===== src/rtl/mux4_rr_arbiter.sv =====
// ---------------------------------------------------------------------------
// mux4_rr_arbiter
//
// Round-robin arbiter that shares one WIDTH-bit valid/ready output channel
// between four requesters. A winning requester holds the channel for a burst
// that ends on its last marker, after MAX_BEATS transfers, or when it drops
// its request. The output data goes through a 4:1 mux built from 2:1 muxes
// whose select lines are the registered sel output.
//
// Ports:
//   clk        rising-edge clock
//   rst_n      asynchronous active-low reset
//   req[3:0]   per-requester request, req[i] means d_i holds a valid beat
//   last[3:0]  per-requester end-of-burst marker, qualified with req[i]
//   d0..d3     requester data, WIDTH bits each
//   out_ready  consumer ready
//   out_valid  beat valid on out_data
//   out_data   data of the requester selected by sel
//   gnt[3:0]   registered one-hot grant (zero while idle)
//   sel[1:0]   registered mux select, index of the granted requester
//   ack[3:0]   per-requester beat accepted this cycle
// ---------------------------------------------------------------------------
module mux4_rr_arbiter #(
   parameter int WIDTH     = 8,
   parameter int MAX_BEATS = 4
) (
   input  logic             clk,
   input  logic             rst_n,
   input  logic [3:0]       req,
   input  logic [3:0]       last,
   input  logic [WIDTH-1:0] d0,
   input  logic [WIDTH-1:0] d1,
   input  logic [WIDTH-1:0] d2,
   input  logic [WIDTH-1:0] d3,
   input  logic             out_ready,
   output logic             out_valid,
   output logic [WIDTH-1:0] out_data,
   output logic [3:0]       gnt,
   output logic [1:0]       sel,
   output logic [3:0]       ack
);

   // beat_cnt only has to reach MAX_BEATS-1; a burst of one beat still needs
   // a one-bit counter so the comparison below stays well formed.
   localparam int CW = (MAX_BEATS > 1) ? $clog2(MAX_BEATS) : 1;
   localparam logic [CW-1:0] LAST_BEAT = CW'(MAX_BEATS - 1);

   typedef enum logic {
      IDLE,
      BUSY
   } state_t;

   state_t        state;
   logic [1:0]    ptr;
   logic [CW-1:0] beat_cnt;

   logic [WIDTH-1:0] mux_lo;
   logic [WIDTH-1:0] mux_hi;
   logic             req_sel;
   logic             transfer;
   logic             burst_done;
   logic             pick_found;
   logic [1:0]       pick_idx;

   // Two-level 2:1 mux tree: s0 picks within each pair, s1 picks the pair.
   assign mux_lo   = sel[0] ? d1 : d0;
   assign mux_hi   = sel[0] ? d3 : d2;
   assign out_data = sel[1] ? mux_hi : mux_lo;

   assign req_sel    = req[sel];
   assign out_valid  = (state == BUSY) & req_sel;
   assign transfer   = out_valid & out_ready;
   assign ack        = transfer ? gnt : 4'b0000;
   assign burst_done = transfer & (last[sel] | (beat_cnt == LAST_BEAT));

   // Search for the first pending request starting at ptr and wrapping 3->0.
   // The 2-bit addition wraps by itself, so ptr+k is the rotated index.
   always_comb begin
      pick_found = 1'b0;
      pick_idx   = ptr;
      for (int k = 0; k < 4; k++) begin
         if (!pick_found && req[ptr + 2'(k)]) begin
            pick_found = 1'b1;
            pick_idx   = ptr + 2'(k);
         end
      end
   end

   // Grant/release sequencing. sel is left alone on release so the mux keeps
   // pointing at the last owner during the idle bubble; ptr moves one past
   // the released requester so it becomes lowest priority next time.
   always_ff @(posedge clk or negedge rst_n) begin
      if (!rst_n) begin
         state    <= IDLE;
         gnt      <= 4'b0000;
         sel      <= 2'd0;
         ptr      <= 2'd0;
         beat_cnt <= '0;
      end else begin
         case (state)
            IDLE: begin
               if (pick_found) begin
                  state    <= BUSY;
                  sel      <= pick_idx;
                  gnt      <= 4'b0001 << pick_idx;
                  beat_cnt <= '0;
               end
            end
            BUSY: begin
               if (!req_sel || burst_done) begin
                  state <= IDLE;
                  gnt   <= 4'b0000;
                  ptr   <= sel + 2'd1;
               end else if (transfer) begin
                  beat_cnt <= beat_cnt + CW'(1);
               end
            end
            default: begin
               state <= IDLE;
               gnt   <= 4'b0000;
            end
         endcase
      end
   end

endmodule


===== config.mk =====
export PLATFORM = sky130hd
export DESIGN_NAME = mux4_rr_arbiter
export DESIGN_NICKNAME = d
export VERILOG_FILES = /design/src/rtl/mux4_rr_arbiter.sv
export SDC_FILE = /design/constraint.sdc
export NUM_CORES = 1
export LEC_CHECK = 0
export ABC_AREA = 1
export CORE_ASPECT_RATIO = 1.25
export CORE_MARGIN = 8
export CORE_UTILIZATION = 43
export DETAILED_ROUTE_END_ITERATION = 16
export PLACE_DENSITY = 0.85
export SETUP_SLACK_MARGIN = 0.02
export SLEW_MARGIN = 25
export SYNTH_ARGS = -nofsm -noshare
export SYNTH_HDL_FRONTEND = slang
export SYNTH_SLANG_ARGS = --single-unit

===== constraint.sdc =====
create_clock -name clk -period 3.25 [get_ports clk]
set_input_delay 0.8125 -clock clk [delete_from_list [all_inputs] [get_ports clk]]
set_output_delay 0.8125 -clock clk [all_outputs]
set_load 0.02 [all_outputs]

### Yosys cells after proc, flatten, opt, wreduce, memory -nomap -nowiden

Index checks and enable logic that the tools add are counted.

* flip-flop bits (word level): 11
* input bits: 43
* logic and storage cells: 71

* reduce and logical (&&, ||, !) cells: 12
* shift-type cells: 1
* $lt $le $gt $ge: 5
* muxes and demuxes: 33
* bitwise gates (word level): 5
* eq/ne operators: 5
* $add $sub $neg: 5

Operators by type and width (number)
* $mux 8: 3
* $lt 2x3->1 const B: 5
* $bmux 1 s2: 6
* $mux 1: 12
* $mux 2: 6
* $mux 4: 3
* $pmux 4 s2: 1
* $add 2x1->2 const B: 3
* $reduce_and 2->1: 3
* $add 2x2->2 const B: 2
* $logic_not 1->1: 4
* $ne 2x1->1 const B: 2
* $ne 2x2->1 const B: 2
* $pmux 2 s2: 1
* $shl 1x2->4 const A: 1
* $and 1x1->1: 3
* $logic_and 1x1->1: 3
* $reduce_and 3->1: 1
* $eq 2x2->1 const B: 1
* $pmux 1 s2: 1
* $logic_or 1x1->1: 1
* $not 1->1: 1
* $or 1x1->1: 1

### Longest topological paths before layout

* word-level depth: 15
* gate-level depth with buffers: 14
* mapped depth without buffers: 13

### Least setup slack after synthesis

No wires, ideal clock.

* path type: in2out
* start: input port req[1]
* end: output port ack[0]
* stages: 8
* arrival: 1.638 ns
* slack: 0.800 ns
* data required time: 2.438 ns
* path through: inv_1 a21oi_1 o21ai_0 nand2_1 nand2_1 nor2_1 inv_1 nor2_1

* word-level cells in the longest chain between the ends: 5

RTL lines
* from (decl): line 29 `input logic [3:0] req,`
* $bmux 1 s2: line 70 `assign req_sel = req[sel];`
* $mux 1 (implied by the code): line 70
* $and 1x1->1: line 71 `assign out_valid = (state == BUSY) & req_sel;`
* $and 1x1->1: line 72 `assign transfer = out_valid & out_ready;`
* $mux 4: line 73 `assign ack = transfer ? gnt : 4'b0000;`
* to (decl): line 40 `output logic [3:0] ack`

No other way between the ends. The select of a mux whose other input is x is not followed.

### Worst setup path after layout

* start: input port req[1]
* end: output port out_valid

* word-level cells in the longest chain between the ends: 3

RTL lines
* $bmux 1 s2: line 70
* $mux 1 (implied by the code): line 70
* $and 1x1->1: line 71
* to (decl): line 36 `output logic out_valid,`

No other way between the ends. The select of a mux whose other input is x is not followed.

==> run metrics <==
synthesized area per cell 6.00 um^2; fin cells 305; EDFF count, synth 0; hold crit path type flip-flop to flip-flop; worst hold slack 0.504 ns; wire length of the first global-routing pass 6000 um; num ports 62; Multi-input gate area 817 um^2; design area 0.00191 mm^2; count of final hold-check violations 0; initial antenna violation count 0; Worst-Margin Slew 0.507 ns; r2r startpoint sel[0]; Max Transition Viols Final 0; PD cells 930 mW/mm^2; Syn Std Cell Area 0.00122 mm^2; Synth top area share 0.225; commonest register cell after synthesis dfrtp_1; r2r endpoint gnt[0]; Total Wirelength 3470 um; Yosys cell types 26; row count 21; Setup crit end kind output pin; Max Cap Viol 0; DR vias 1,507; placed instance area 0.00190 mm^2; Die ar. 0.00482 mm^2; Setup-failing EPs final 0; Setup Skew 0.00166 ns; WP data arrival 2.25 ns; RSZ-0062 raised after global routing yes; Yosys top cell by area dfrtp_1; Synth top cells by count 67 x nand2_1, 23 x nor2_1, 22 x o21ai_0; status complete, no violations; Num CTS Buffers 3; Initial Util 0.452; CTS sink cnt 11; DRT iter0 DRCs 96; VDD IR-drop max 0.571 mV; FF+latch count, synth 11; R2R setup slack 1.36 ns; DRT Pass-1 Iters 4; I/O Buffers 61; fill cell total of the finished layout 238; Fmax achieved 0.326 GHz; Pwr Total 1.78 mW; area grow syn2layout 55.9%; largest net degree at the start of global routing 21; relative slew slack 0.662; per-cell routed wire length 11.4 um; area taken by flip-flops and latches 275 um^2; DP Wirelength 2930 um; most frequent cell after synthesis nand2_1; Yosys Warn Count 0; Finished Core Util 0.705; CTS tree yes; register area share after synthesis 0.225; CP startpoint req[1]; period utilization 0.943; GPL Wtd Cong 0.856; CTS root buf clkbuf_4; Cells after Synth 204; GRT Util Overall 0.150; maximum buffer depth of the clock tree 2; Placeable Area 0.00271 mm^2; CP required 2.44 ns; min Tclk post-route 3.06 ns; worst r2r path cells 12; clk slew on worst S/H paths 0.07 ns; vias in the first global route 1,495; die height 75.6 um; # diodes 0; Leakage 0.930 nW; H-tree levels 1; end point of the critical path out_valid; Post-DRT Antenna Nets 0; Post-synth ARST share 1.00; DRC Markers 0; crit-path max FO 2; placed cells 301; Die X 63.7 um; vias per std cell 4.94; syn nets 248; Worst setup SP type primary input; total grt overflow 0; # hold bufs at CTS 0; clock latency on the worst-skew pair 0.26 ns; Crit Path Class primary input to output pin; final net count 316; layout cell share with drive strength beyond 1 0.144; Synth area leaders dfrtp_1 22%, nand2_1 21%, o21ai_0 9.0%
-- how the worst min path moves through the flow --
stage                      startpoint     endpoint  slack (ns)  cells after the start
after global routing           gnt[2]       gnt[2]        0.54                      2
after floorplan           beat_cnt[1]  beat_cnt[1]        0.48                      2
after CTS                      gnt[2]       gnt[2]        0.51                      2
after detailed placement       gnt[2]       gnt[2]        0.49                      2
final                          gnt[2]       gnt[2]        0.50                      2
after global placement         gnt[1]       gnt[1]        0.49                      2
-- power breakdown --
group	switching, mW	internal [mW]
registers	0.0882	0.196
clock network	0.0434	0.0474
logic	0.837	0.563
-- critical path: stages --
cell             delay [ns]
clkdlybuf4s50_1        0.47
inv_1                  0.05
a21oi_1                0.11
o21ai_0                0.11
nand2_1                0.12
nand2_1                0.09
buf_4                  0.14
inv_1                  0.04
dlygate4sd2_1          0.32
-- flip-flops by register name (all words and copies together), names as in the netlist --
register	count
ptr	2
sel	2
gnt	4
beat_cnt	2
state	1
-- logic make-up after synthesis --
kind of cell	synth area share
and+or+nand+nor	0.482
AOI/OAI and AO/OA	0.167
buffers and inverters	0.109
DFF	0.225
xor gates and xnor gates	0.00716
adders and majority gates	0.0102
-- layer usage --
metal | global-route usage | share of wire | vias up
met4 | 0.0471 | 0.0040 | 0
met5 | 0 | 0 | -
met1 | 0.155 | 0.41 | 662
met2 | 0.264 | 0.48 | 52
li1 | - | - | 791
met3 | 0.0735 | 0.11 | 2
-- cells in the final DEF (no fill, tap or decap), types with 2 or more instances in the layout --
cell type	synthesis	final
clkbuf_4	0	3
o211ai_1	2	2
inv_1	19	19
nand3b_1	2	2
o21ai_0	22	22
nand3_2	4	4
clkdlybuf4s50_1	0	56
o22ai_1	8	8
nand2_1	67	67
dfrtp_1	11	11
a21oi_1	3	3
nand3_1	14	14
nand2_2	7	7
buf_4	1	10
nor2_1	23	22
nand2_4	4	4
inv_2	3	3
clkbuf_2	0	3
-- final cells by class --
class	count	share of cell area
well taps	34	0.0223
inverters	22	0.0433
repair buffers	71	0.348
clock buffers	4	0.0138
flip-flops and latches	11	0.144
multi-input cells	163	0.428
-- metrics by stage --
| step | worst slack [ns] | TNS [ns] |
|---|---|---|
| 6_report | 0.186 | 0 |
| 5_1_grt | 0.00247 | 0 |
| 4_1_cts | 0.0349 | 0 |
| 3_5_place_dp | -0.240 | -1.02 |
| 3_3_place_gp | -0.210 | -0.891 |
| 2_1_floorplan | 0.800 | 0 |
-- repair_timing --
action                     in CTS  in global routing
setup endpoints to repair       5                  5
setup buffers                   0                  0
gates resized for setup         5                 10
(Power assumes the default switching activity.)
==> edit: new RTL, same settings <==
Change the parameter `MAX_BEATS` from 4 to 2.
--- a/src/rtl/mux4_rr_arbiter.sv
+++ b/src/rtl/mux4_rr_arbiter.sv
@@ -24,3 +24,3 @@
    parameter int WIDTH     = 8,
-   parameter int MAX_BEATS = 4
+   parameter int MAX_BEATS = 2
 ) (
Behaviour: not the same (a bounded check fails within 4 cycles, from zero or initial values and one cycle with rst_n low).
==> edit against the unedited design <==
- clock power is 26% higher
- sequential power is 11% lower
- routed wire length rose by 8.2%
- global-route usage grew 3.7 points
- die area is 8.9% lower
- critical endpoint is now ack[0]
- worst setup slack worse by 4.4 ps
- design area shrank 5.8%
- total power shrank 3.1%
- highest routed layer unchanged
- fmax is 0.14% lower
- area after synthesis decreased by 11%
- sequential share of layout area is 0.51 points lower
- clock skew increased by 9.2 ps
- sequential cell count is 1 lower
==> edit: results <==
set metrics [dict create \
    leakage_nw 0.847 \
    groute.usage.overall 0.187 \
    synth_common_cells "64 x nand2_1, 22 x nor2_1, 21 x o21ai_0, 15 x nand3_1, 12 x inv_1" \
    synth_compound_area_frac 0.211 \
    dr.pass1.iters 4 \
    vdd_ir_drop_max_v 0.000625 \
    synth_warnings 0 \
    largestRegisters "gnt (4), ptr (2), sel (2)" \
    crit_path_max_fanout 5 \
    synthMuxAreaShare 0 \
    grt_pass1_vias 1506 \
    r2r_slack_ps 1180 \
    path_clk_slew_ps 80 \
    ys_seq_area_frac 0.231 \
    ff2ff_path_depth 11 \
    syn_nets 230 \
    via_per_inst 4.99 \
    clk_latency_ps 270 \
    place_area_um2 1760 \
    grtUsageMet3 0.0850 \
    outcome "complete, no violations" \
    crit_path_max_incr_delay_ps 470 \
    timing.rr.start "ptr[0]$_DFFE_PN0P_" \
    cts-root-buf "clkbuf_4" \
    antenna_found_initial 0 \
    wl_mm 3.76 \
    cpMaxStageDelayCell "clkdlybuf4s50_1" \
    grt_max_degree 21 \
    whs_endpoint "gnt[0]$_DFFE_PN0P_" \
    finalWeightedCongestion 0.798 \
    r2r_end "gnt[3]$_DFFE_PN0P_" \
    finalSetupViolCount 0 \
    drv_slew 0 \
    n_antenna_cell 0 \
    final_nets 299 \
    arrival_ps 2260 \
    synthAdderAreaFrac 0 \
    numCtsBuffers 3 \
    synth_cell_types 24 \
    hold_path_class "register to register" \
    fill_cells 224 \
    grtUsageMet2 0.324 \
    drt_iter0_drc 73 \
    relSlewSlack 0.685 \
    min_from "gnt[0]$_DFFE_PN0P_" \
    final_layout_size_suffix_gt1_frac 0.145 \
    grt_pass1_wl_mm 6.49 \
    synth_area_leaders "dfrtp_1 23%, nand2_1 22%, o21ai_0 9.7%" \
    fin_skew_ps 10.8 \
    dp_hpwl_mm 3.01 \
    io_buffers 61 \
    met1_usage 0.190 \
    worstHoldPathCells 2 \
    htreeDepth 1 \
    synth_xor_area_frac 0.00808 \
]
## edit: stage by stage
step	setup slack, ps	hold slack [ps]	cells	setup TNS, ps
final	182	548	288	0
after global routing	-4.91	576	288	-4.91
after CTS	82.9	550	288	0
after detailed placement	-318	532	283	-1420
after global placement	-275	522	283	-1250
after floorplan	386	490	187	0
## edit: timing repair
item,in CTS,in global routing
setup endpoints to repair,5,13
pin swaps,1,2
resized for setup,17,6
buffers inserted,1,0
## edit: how the worst max path moves through the flow
stage                       from     end  cells after the start
after floorplan           req[3]  ack[0]                      6
after global placement    req[3]  ack[0]                      8
after detailed placement  req[3]  ack[3]                      8
after CTS                 req[3]  ack[3]                      9
after global routing      req[3]  ack[0]                      9
final                     req[1]  ack[0]                      9
## edit: worst max-delay path: cells and delay by family
kind            cells  cell delay, ps
buf+inv             4             810
compound gates      3             410
simple gates        2             210
## edit: final cells by class
type / instances / area (um^2) / share of cell area
multi-input combinational: 153 / 731 / 0.406
timing repair buffer: 71 / 672 / 0.374
sequential: 10 / 250 / 0.139
inverter: 17 / 67.6 / 0.0376
tap: 33 / 41.3 / 0.0230
clock buffer: 4 / 36.3 / 0.0202
## edit: logic make-up (layout without fill, tap and decap cells)
group,count (synthesis),count (layout)
xor gates and xnor gates,1,1
and+or+nand+nor,114,114
AOI/OAI and AO/OA,38,38
buffers and inverters,24,92
DFF,10,10
## edit: report_power, final
group,internal (mW),switching (mW)
clock network,0.0680,0.0456
logic,0.541,0.812
registers,0.180,0.0744
## edit: per-layer routing
layer  vias up  wire length (um)  share of wire
met3         4               286          0.076
met2        44              2030           0.54
met1       643              1400           0.37
met5         -                 0              0
met4         0                38          0.010
li1        746                 -              -
